[src/rtl/mem_arbiter_pkg.sv]
// Shared types for the RAM port arbiter.
//   ramstate_t  : status code returned by the RAM model on its 2-bit ramstate bus
//   arb_state_t : arbiter FSM state, also exported on the arbiter's debug port
package mem_arbiter_pkg;

  typedef enum logic [1:0] {
    FREE   = 2'd0,
    BUSY   = 2'd1,
    ACCESS = 2'd2,
    ERROR  = 2'd3
  } ramstate_t;

  typedef enum logic [1:0] {
    ARB_IDLE   = 2'd0,
    ARB_IGRANT = 2'd1,
    ARB_DGRANT = 2'd2
  } arb_state_t;

endpackage

[src/rtl/mem_arbiter_starve_counter.sv]
// Saturating counter that tracks how many data grants in a row have completed
// while an instruction fetch was waiting.
//   clk, rst_n : clock, asynchronous active-low reset
//   inc        : count one more data completion (holds at LIMIT)
//   clr        : return to zero (wins over inc)
//   sat        : count has reached LIMIT
//   cnt        : current count
module mem_arbiter_starve_counter #(
  parameter int LIMIT = 4,
  parameter int CNT_W = $clog2(LIMIT + 1)
) (
  input  logic             clk,
  input  logic             rst_n,
  input  logic             inc,
  input  logic             clr,
  output logic             sat,
  output logic [CNT_W-1:0] cnt
);

  logic [CNT_W-1:0] cnt_q;
  logic [CNT_W-1:0] cnt_d;

  assign sat = (cnt_q == CNT_W'(LIMIT));
  assign cnt = cnt_q;

  always_comb begin
    cnt_d = cnt_q;
    if (clr) begin
      cnt_d = '0;
    end else if (inc && !sat) begin
      cnt_d = cnt_q + CNT_W'(1);
    end
  end

  always_ff @(posedge clk or negedge rst_n) begin
    if (!rst_n) begin
      cnt_q <= '0;
    end else begin
      cnt_q <= cnt_d;
    end
  end

endmodule

[src/rtl/mem_arbiter.sv]
// Arbiter sharing one RAM port between instruction fetch (i side) and
// load/store (d side). Data wins ties unless the instruction side has already
// waited through STARVE_LIMIT consecutive data completions.
//
// Handshake: a requester raises iREN (or dREN/dWEN) with address/data and
// holds everything stable while its wait output is high. The cycle its wait
// output is low is the single completion cycle; read data is valid only then.
// Dropping all request lines before completion aborts with no completion.
// On ERROR, err pulses and wait stays high; the requester simply keeps
// requesting and is re-arbitrated.
//
// Ports:
//   CLK, nRST                    clock, asynchronous active-low reset
//   iREN, iaddr, iload, iwait    instruction requester
//   dREN, dWEN, daddr, dstore,
//   dload, dwait                 data requester
//   ramREN, ramWEN, ramaddr,
//   ramstore, ramload, ramstate  RAM port
//   err                          one-cycle pulse on an ERROR completion
//   dbg_state, dbg_starve_cnt    FSM state and starvation count for observation
module mem_arbiter
  import mem_arbiter_pkg::*;
#(
  parameter int STARVE_LIMIT = 4,
  parameter int ADDR_W       = 32,
  parameter int DATA_W       = 32
) (
  input  logic                              CLK,
  input  logic                              nRST,
  input  logic                              iREN,
  input  logic [ADDR_W-1:0]                 iaddr,
  output logic [DATA_W-1:0]                 iload,
  output logic                              iwait,
  input  logic                              dREN,
  input  logic                              dWEN,
  input  logic [ADDR_W-1:0]                 daddr,
  input  logic [DATA_W-1:0]                 dstore,
  output logic [DATA_W-1:0]                 dload,
  output logic                              dwait,
  output logic                              ramREN,
  output logic                              ramWEN,
  output logic [ADDR_W-1:0]                 ramaddr,
  output logic [DATA_W-1:0]                 ramstore,
  input  logic [DATA_W-1:0]                 ramload,
  input  logic [1:0]                        ramstate,
  output logic                              err,
  output arb_state_t                        dbg_state,
  output logic [$clog2(STARVE_LIMIT+1)-1:0] dbg_starve_cnt
);

  localparam int CNT_W = $clog2(STARVE_LIMIT + 1);

  arb_state_t state_q;
  arb_state_t state_d;
  ramstate_t  ram_st;
  logic       starve_inc;
  logic       starve_clr;
  logic       starve_sat;

  assign ram_st    = ramstate_t'(ramstate);
  assign dbg_state = state_q;

  mem_arbiter_starve_counter #(
    .LIMIT(STARVE_LIMIT),
    .CNT_W(CNT_W)
  ) u_starve (
    .clk  (CLK),
    .rst_n(nRST),
    .inc  (starve_inc),
    .clr  (starve_clr),
    .sat  (starve_sat),
    .cnt  (dbg_starve_cnt)
  );

  // Outputs are decoded from the held grant plus the live request inputs, so
  // an asynchronous reset of state_q drops the RAM enables immediately.
  always_comb begin
    state_d    = state_q;
    ramREN     = 1'b0;
    ramWEN     = 1'b0;
    ramaddr    = '0;
    ramstore   = '0;
    iwait      = 1'b1;
    dwait      = 1'b1;
    iload      = '0;
    dload      = '0;
    err        = 1'b0;
    starve_inc = 1'b0;
    starve_clr = 1'b0;

    case (state_q)
      ARB_IDLE: begin
        if ((dREN || dWEN) && !(iREN && starve_sat)) begin
          state_d = ARB_DGRANT;
        end else if (iREN) begin
          state_d = ARB_IGRANT;
        end
      end

      ARB_DGRANT: begin
        ramaddr  = daddr;
        ramstore = dstore;
        ramWEN   = dWEN;
        ramREN   = dREN && !dWEN;  // write wins when both are raised
        if (!dREN && !dWEN) begin
          state_d = ARB_IDLE;
        end else if (ram_st == ACCESS) begin
          dwait   = 1'b0;
          dload   = dWEN ? '0 : ramload;
          state_d = ARB_IDLE;
          // Only completions move the starvation count.
          if (iREN) begin
            starve_inc = 1'b1;
          end else begin
            starve_clr = 1'b1;
          end
        end else if (ram_st == ERROR) begin
          err     = 1'b1;
          state_d = ARB_IDLE;
        end
      end

      ARB_IGRANT: begin
        ramaddr = iaddr;
        ramREN  = iREN;
        if (!iREN) begin
          state_d = ARB_IDLE;
        end else if (ram_st == ACCESS) begin
          iwait      = 1'b0;
          iload      = ramload;
          starve_clr = 1'b1;
          state_d    = ARB_IDLE;
        end else if (ram_st == ERROR) begin
          err     = 1'b1;
          state_d = ARB_IDLE;
        end
      end

      default: begin
        state_d = ARB_IDLE;
      end
    endcase
  end

  always_ff @(posedge CLK or negedge nRST) begin
    if (!nRST) begin
      state_q <= ARB_IDLE;
    end else begin
      state_q <= state_d;
    end
  end

endmodule
[config.mk]
export PLATFORM = sky130hd
export DESIGN_NAME = mem_arbiter
export DESIGN_NICKNAME = d
export VERILOG_FILES = /design/src/rtl/mem_arbiter_pkg.sv /design/src/rtl/mem_arbiter_starve_counter.sv /design/src/rtl/mem_arbiter.sv
export SDC_FILE = /design/constraint.sdc
export NUM_CORES = 1
export LEC_CHECK = 0
export CAP_MARGIN = 25
export CORE_AREA = 8 8 98 100
export DETAILED_ROUTE_END_ITERATION = 6
export DIE_AREA = 0 0 106 108
export HOLD_SLACK_MARGIN = 0.1
export PLACE_DENSITY = 0.77
export SKIP_LAST_GASP = 1
export SYNTH_ARGS = -nofsm -noshare
export SYNTH_HDL_FRONTEND = slang
export SYNTH_HIERARCHICAL = 1
export SYNTH_SLANG_ARGS = --single-unit
export TNS_END_PERCENT = 100
[constraint.sdc]
create_clock -name CLK -period 2.7 [get_ports CLK]
set_input_delay 0.81 -clock CLK [delete_from_list [all_inputs] [get_ports CLK]]
set_output_delay 0.81 -clock CLK [all_outputs]
set_load 0.005 [all_outputs]
Yosys cells after proc, flatten, opt, wreduce, memory -nomap -nowiden
Cells that the tools add are included.

Register bits: 5. Input port bits: 135. Output and inout bits: 138. Logic and storage cells: 61.

Add/subtract/negate cells: 1. Equality and inequality tests: 6. Muxes and demuxes: 40. Reduce and logical (&&, ||, !) cells: 12.

Operators with widths (count): $mux 32 (8); $pmux 32 s2 (1); $mux 1 (19); $mux 2 (6); $eq 2x2->1 const B (3); $mux 3 (2); $pmux 1 s2 (3); $pmux 2 s3 (1); $logic_and 1x1->1 (5); $logic_not 1->1 (4); $add 3x1->3 const B (1); $eq 3x3->1 const B (1); $ne 3x3->1 const B (1); $eq 2x1->1 const B (1); $logic_not 2->1 (1); $reduce_bool 2->1 (1); $logic_or 1x1->1 (1).

Longest topological paths before layout
Gate-level depths: netlist of the first run.

Word-level depth: 7. Mapped depth: 8. Mapped depth without buffers: 7.

Hierarchy
Netlist of the first run, hierarchy kept.

By module, submodules not included: mem_arbiter (times used 1, cells each 219, area each 1443.9 µm², seq. area each 50.0 µm²); mem_arbiter_starve_counter (times used 1, cells each 18, area each 197.7 µm², seq. area each 75.1 µm²).

Worst setup path before layout of the first run
Ideal clock, no wire load.

Path kind: input -> output. Start point: input port ramstate[0]. End point: output port iload[10]. Arrival: 1510 ps. Data required time: 1890 ps. Path slack: 380 ps. Cell stages on the path: 4. Path buffers: 2. Cell sequence: and2b_1 > buf_2 > buf_2 > and3_1.

Longest elaborated chain between the ends: 4.

Ends and longest elaborated chain: from (decl) (RTL line mem_arbiter.sv:45) `input logic [1:0] ramstate,`; $eq 2x2->1 (RTL line mem_arbiter.sv:128) `end else if (ram_st == ACCESS) begin`; $mux 32 (RTL line mem_arbiter.sv:128); $mux 32 (RTL line mem_arbiter.sv:126) `if (!iREN) begin`; $mux 32 (RTL line mem_arbiter.sv:91) `case (state_q)`; to (decl) (RTL line mem_arbiter.sv:32) `output logic [DATA_W-1:0] iload,`.

No other way between the ends.

Worst setup path in the final report of the first run
Start point: input port dstore[4]. End point: output port ramstore[4].

Longest elaborated chain between the ends: 1.

Ends and longest elaborated chain: from (decl) (RTL line mem_arbiter.sv:37) `input logic [DATA_W-1:0] dstore,`; $mux 32 (RTL line mem_arbiter.sv:91); to (decl) (RTL line mem_arbiter.sv:43) `output logic [DATA_W-1:0] ramstore,`.

No other way between the ends.

==> impl_metrics.csv, run 1 <==
group,metric,value,unit
cells_and_area,layout-drive-gt1-share,0.236,
logic_synthesis,synth_top_cell_area_share,0.244,
logic_synthesis,yosys.area_share.xor_xnor,0,
pwr,pwr_density_cell,474,nW/um2
clock_network,numCtsBuffers,3,
sta,hold_slack,0.599,ns
cells_and_area,antennaDiodeCount,0,
die,die_height,108,um
sta,final_report_hold_violation_count,0,
sta,timing.fmax,370,MHz
clock_network,cts.path.max_buffers,2,
place,place_inst,603,
logic_synthesis,synth_top_family_by_area,"simple AND/OR/NAND/NOR gates",
clock_network,cts_root_buffer,"clkbuf_8",
setup_path,timing.critical_path.mode_cell,"clkdlybuf4s50_1",
setup_path,setup.worst_path.class,"in -> out",
hold_path,hold_class,"reg -> reg",
grt,grt_start_max_net_pins,35,
setup_path,worstPathBufferInverterCount,2,
sta,setup_ws,-0.00283,ns
cells_and_area,final_nets,667,
setup_path,max_stage_delay,0.51,ns
setup_path,critical_path_peak_fanout,1,
logic_synthesis,ys_ff_latch,5,
pwr,clock_power_share,0.060,
sta,rsz0062_at_grt,"true",
routing,drt_iter0_drc,135,
grt,antenna_found_initial,0,
sta,final_max_slew_viol_count,0,
cells_and_area,finalInstanceArea,4920,um2
clock_network,cts_tree,"built",
logic_synthesis,syn_warnings,6,
setup_path,worstSetupEndpointType,"output port",
sta,slew_headroom,0.846,
logic_synthesis,synth-simple-area-share,0.577,
setup_path,arrival_time_at_the_worst_endpoint,1.89,ns
routing,first_pass_iters,4,
logic_synthesis,synthesized_area_fraction_occupied_by_ao_oa_aoi_and_oai_cells,0.201,
place,portBuffers,272,
logic_synthesis,post_synth_main_area_contributors,"and3_1 24%, a22oi_1 15%, and2_1 13%",
pwr,worst_ir_drop_vdd,0.413,mV
place,placed_area,4580,um2
routing,vias_cell,4.67,
sta,summed_negative_setup_slack_over_all_endpoints,-0.00283,ns
cells_and_area,nFillCells,703,
grt,first_global_vias,3026,
clock_network,clock_latency,0.23,ns
routing,post-route-drc-count,0,
run_status,failed_checks,"negative setup slack",
routing,route.antenna.remaining_nets,0,
run_status,status,"complete, but fails checks",
die,rows,33,
grt,grt.total_usage,0.192,
setup_path,cp_slowest_cell,"clkdlybuf4s50_1",
pwr,comb_power_share,0.877,
setup_path,worst_path_dominant_cell_family,"buffers and inverters",
cells_and_area,instances_no_fill,630,
die,die-area,11400,um2
die,start_util,0.204,
pwr,p_switching,0.000896,W
grt,grt_pass1_wl,17700,um
routing,dr_total_vias,2943,
logic_synthesis,yosys.area_share.adder,0.0457,
logic_synthesis,avgSynthCellArea,6.93,um2
sta,final-setup-viol-count,1,
pwr,power.sequential.fraction,0.063,
logic_synthesis,yosysUniqueCellTypes,34,
grt,grt_overflow_total,0,
setup_path,worstPathCellList,"clkdlybuf4s50_1, and2_1, clkdlybuf4s50_1",
cells_and_area,area_growth_syn_to_layout,199,%
place,gp_weighted_congestion,0.773,
routing,detail_route.wirelength,12100,um
flow_run,drv_cap,0,
clock_network,htreeDepth,1,
clock_network,clock-sinks,5,
logic_synthesis,post_synth_mux_area_share,0.0152,
die,fp.coreArea,8050,um2
clock_network,path_clk_slew,0.03,ns
pwr,power_switching_share,0.385,
die,io_pins,273,
logic_synthesis,post_synth_instance_area,1640,um2
routing,routed_wire_length_per_instance,19.3,um
sta,finalClockSkew,0.00171,ns
pwr,cell_internal_pwr,0.00143,W
logic_synthesis,synth_fp_nets,378,
place,place_hpwl,9150,um
clock_network,hold_fix_buffers_at_cts,0,
logic_synthesis,yosysSeqAreaShare,0.0762,
setup_path,critical_path.startpoint_type,"input port",
pwr,power.static_leakage,2.67,nW
sta,timing_worst_slew_pin_value,0.229,ns
setup_path,crit_required,1.89,ns
logic_synthesis,synth_cells,237,
die,die_x,106,um
sta,final.min_clock_period,2.70,ns
sta,timing.final.crit_share,1.00,
logic_synthesis,synthDominantAreaCellType,"and3_1",
[metal layers]
metal,wire (um),vias up,part of all wire,GRT usage
li1,-,1423,-,-
met1,4530,1355,0.37,0.216
met2,6410,149,0.53,0.353
met3,972,16,0.080,0.0512
met4,223,0,0.018,0.0422
met5,0,-,0,0
[power by group through the flow]
stage	Clock (W)	Sequential, W	Combinational, W
2_1_floorplan	0	0.000142	0.000835
6_report	0.000140	0.000146	0.00204
3_5_place_dp	0	0.000144	0.00202
4_1_cts	0.000146	0.000147	0.00209
5_1_grt	0.000153	0.000153	0.00221
3_3_place_gp	0	0.000143	0.00200
[cell families after synthesis]
group	Yosys count
AO/OA/AOI/OAI	43
adder cells (fa/ha/maj)	6
buffers and inverters	32
flip-flops	5
multiplexers	2
AND/OR/NAND/NOR	149
[path summary, 6_finish.rpt]
kind / from / to / slack, ns / depth (start not counted)
max: dstore[4] / ramstore[4] / -0.003 / 3
max in group asynchronous: nRST / u_starve/cnt[1] / 1.70 / 1
min: u_starve/cnt[1] / u_starve/cnt[1] / 0.60 / 2
max reg2reg: dbg_state[1] / u_starve/cnt[0] / 0.79 / 8
min in group asynchronous: nRST / u_starve/cnt[2] / 0.81 / 1
min reg2reg: u_starve/cnt[1] / u_starve/cnt[1] / 0.60 / 2
[Yosys cell counts (all sizes together)]
library cell and number:
clkbuf 17, nor3 1, o21ai 1, nor2 4, a21o 1, ha 6, and2 35, buf 11
o21a 2, o21bai 1, a21boi 1, and4b 1, nor2b 34, o211a 1, or4b 1, and2b 2
mux2 1, and3 65, mux2i 1, inv 4, nand2b 2, a21oi 2, nand2 3, a32o 1
a22oi 32, o31ai 1, nand3 1, dfrtp 5
[final cells by class]
type	instances	area, um2	area share
clock buffers	4	45.0	0.00916
inverters	4	15.0	0.00305
multi-input cells	200	1430	0.291
flip-flops and latches	5	125	0.0255
well taps	105	131	0.0267
repair buffers	312	3170	0.645
[tightest hold or removal path: cells and delay by family (launching register included)]
| family | cells | cell delay, ns |
|---|---|---|
| DFF | 1 | 0.40 |
| and+or+nand+nor | 1 | 0.09 |
| muxes | 1 | 0.06 |
[state kept, by name (all words and copies together) (netlist names)]
| name | cells |
|---|---|
| u_starve/cnt | 3 |
| dbg_state | 2 |
[cells in the final DEF (no fill, tap or decap), types with 6 or more instances in the layout]
| master | instances |
|---|---|
| buf_4 | 13 |
| a22oi_1 | 32 |
| clkdlybuf4s15_1 | 9 |
| buf_16 | 6 |
| nor2b_1 | 34 |
| buf_6 | 12 |
| clkbuf_2 | 20 |
| and3_1 | 59 |
| and2_1 | 34 |
| clkdlybuf4s50_1 | 140 |
| buf_12 | 9 |
| dlymetal6s2s_1 | 15 |
| clkdlybuf4s15_2 | 16 |
| dlygate4sd2_1 | 47 |
| buf_2 | 21 |
[stage by stage]
| step | power (W) | util | setup slack [ns] |
|---|---|---|---|
| final | 0.00233 | 0.611 | -0.00283 |
| after floorplan | 0.000977 | - | 0.380 |
| after CTS | 0.00239 | 0.612 | 0.0000135 |
| after detailed placement | 0.00217 | 0.568 | -0.546 |
| after global placement | 0.00214 | 0.568 | -0.530 |
| after global routing | 0.00252 | 0.611 | -0.0335 |
[what timing repair did]
item,4_1_cts,5_1_grt
endpoints found under the hold margin,0,0
buffers inserted,13,1
pin swaps,1,1
gates cloned,9,2
endpoints found under the setup margin,122,78
resized for setup,275,45
No activity file was read; power rests on OpenSTA's default activity.
==> run 2, diff against run 1 <==
--- a/config.mk
+++ b/config.mk
@@ -10,7 +10,7 @@
 export DETAILED_ROUTE_END_ITERATION = 6
 export DIE_AREA = 0 0 106 108
 export HOLD_SLACK_MARGIN = 0.1
-export PLACE_DENSITY = 0.77
+export PLACE_DENSITY_LB_ADDON = 0.12
 export SKIP_LAST_GASP = 1
 export SYNTH_ARGS = -nofsm -noshare
 export SYNTH_HDL_FRONTEND = slang
==> run 2 against run 1 <==
  * Hold slack improved by 0.0071 ns
  * Routed wire length increased by 9.3%
  * Clock skew grew 0.0027 ns
  * Sequential share of layout area increased by 0.087 points
  * Combinational power is essentially flat
  * Sequential power shrank 3%
  * Global-route usage rose by 1.2 points
  * Critical path depth increased by 3
  * Cell area is 3.3% lower
  * Utilization down 2.0 points
  * Die area stayed put
  * Register-to-register slack improved by 0.06 ns
  * The flow still finishes with violations (negative setup slack)
==> impl_metrics.csv, run 2 (synthesis gave the netlist of run 1 again) <==
group,metric,value,unit
clock_network,numCtsBuffers,3,
cells_and_area,finalInstanceArea,4750,um2
setup_path,regToRegSetupSlack,0.85,ns
routing,routed_length_on_met1,5260,um
flow_run,drv_cap,0,
die,rows,33,
sta,final.min_clock_period,2.75,ns
grt,first_global_vias,2859,
sta,final_report_hold_violation_count,0,
place,worst_slack_at_placement,-0.632,ns
setup_path,setup.worst_path.class,"in -> out",
clock_network,cts.path.max_buffers,2,
cells_and_area,most_frequent_cells_in_the_layout,"138 x clkdlybuf4s50_1, 58 x and3_1, 49 x dlygate4sd2_1, 37 x buf_2",
clock_network,hold_fix_buffers_at_cts,0,
clock_network,cts_tree,"built",
setup_path,worstPathCellList,"dlygate4sd2_1, and2_4, buf_12, buf_16, and3_1, dlygate4sd2_1",
sta,finalClockSkew,0.00446,ns
cells_and_area,final_common_cell,"clkdlybuf4s50_1",
routing,routed_wire_length_per_instance,21.2,um
die,die-area,11400,um2
cells_and_area,area_growth_syn_to_layout,190,%
hold_path,hold_class,"reg -> reg",
sta,final_max_slew_viol_count,0,
die,die_x,106,um
routing,post-route-drc-count,0,
clock_network,clock-sinks,5,
sta,rsz0062_at_grt,"true",
die,die_height,108,um
routing,route.antenna.remaining_nets,0,
setup_path,critical_path_peak_fanout,17,
sta,final-setup-viol-count,2,
grt,grt_pass1_wl,18300,um
cells_and_area,antennaDiodeCount,0,
setup_path,crit_required,1.89,ns
clock_network,clock_latency,0.22,ns
setup_path,max_stage_delay,0.26,ns
sta,timing.final.crit_share,1.02,
routing,detail_route.wirelength,13300,um
pwr,report.power.total,0.00233,W
cells_and_area,final_nets,662,
pwr,pwr_density_cell,490,nW/um2
sta,timing.fmax,363,MHz
grt,grt_start_max_net_pins,66,
grt,grt.total_usage,0.203,
routing,dr_total_vias,2879,
cells_and_area,number_of_flip_flops_in_the_largest_register,3,
setup_path,worstSetupEndpointType,"output port",
routing,dr_wl_met2,7200,um
hold_path,min-delay-start,"u_starve/cnt[1]",
clock_network,htreeDepth,1,
routing,highest-signal-layer,"met4",
die,fp.coreArea,8050,um2
routing,vias_cell,4.61,
routing,wl_met3,739,um
setup_path,setup.worst_path.start,"iREN",
routing,drt_iter0_drc,88,
setup_path,worstPathBufferInverterCount,4,
clock_network,cts_root_buffer,"clkbuf_8",
sta,timing_worst_slew_pin_value,0.249,ns
clock_network,path_clk_slew,0.04,ns
sta,slew_headroom,0.833,
grt,grt_overflow_total,0,
place,gp_weighted_congestion,0.766,
setup_path,arrival_time_at_the_worst_endpoint,1.94,ns
run_status,failed_checks,"negative setup slack",
cells_and_area,instances_no_fill,625,
sta,setup_ws,-0.0517,ns
setup_path,critical_path.startpoint_type,"input port",
setup_path,cp_slowest_cell,"dlygate4sd2_1",
place,place_hpwl,9780,um
setup_path,worst_path_dominant_cell_family,"buffers and inverters",
routing,first_pass_iters,4,
pwr,power.static_leakage,2.72,nW
run_status,status,"complete, but fails checks",
pwr,worst_ir_drop_vdd,0.377,mV
place,portBuffers,272,
setup_path,rr_startpoint,"dbg_state[0]",
cells_and_area,final_core_util,0.590,
place,placed_area,4550,um2
die,start_util,0.204,
die,io_pins,273,
grt,antenna_found_initial,0,
place,place_inst,600,
setup_path,timing.critical_path.mode_cell,"dlygate4sd2_1",
cells_and_area,layout-drive-gt1-share,0.238,
## run 2: worst paths after layout
kind	cells after the start	end
worst max-delay path	6	iload[25]
worst min-delay path	2	u_starve/cnt[1]
worst max register to register	8	u_starve/cnt[1]
worst min register to register	2	u_starve/cnt[1]
max in group asynchronous	1	dbg_state[0]
min in group asynchronous	1	u_starve/cnt[1]
## run 2: where the power goes
group / internal (W) / switching (W) / leakage, nW
clock: 0.000101 / 0.0000363 / 0.0228
sequential: 0.000106 / 0.0000350 / 0.0646
combinational: 0.00119 / 0.000854 / 2.63
total: 0.00140 / 0.000926 / 2.72
## run 2: routing by layer
layer  up-vias  GRT usage
met5         -          0
met1      1349      0.229
met4         0     0.0221
met3         4     0.0387
li1       1411          -
met2       115      0.395
## run 2: worst reg2reg max path, delay by kind of cell (launching register included)
family / cells / cell delay (ns)
buffers and inverters: 3 / 0.41
flip-flops: 1 / 0.37
AND/OR/NAND/NOR: 2 / 0.34
AO/OA/AOI/OAI: 1 / 0.29
adder cells (fa/ha/maj): 1 / 0.24
multiplexers: 1 / 0.14
## run 2: cell type report
type	instances	area (um2)
Fill cell	776	3300
Tap cell	105	131
Sequential cell	5	125
Timing Repair Buffer	307	3000
Clock buffer	4	45.0
Multi-Input combinational cell	200	1440
Inverter	4	15.0
## run 2: per-stage QoR
stage | setup TNS (ns) | hold WS, ns
2_1_floorplan | 0 | 0.514
3_3_place_gp | -40.53 | 0.588
3_5_place_dp | -41.73 | 0.604
4_1_cts | -2.74 | 0.619
5_1_grt | -0.173 | 0.638
6_report | -0.0935 | 0.606
## run 2: what timing repair did
item / in CTS / in global routing
endpoints found under the setup margin: 112 / 62
resized for setup: 269 / 79
cloned: 9 / 2
buffers inserted: 13 / 3
endpoints found under the hold margin: 0 / 0
pin swaps: 2 / 2
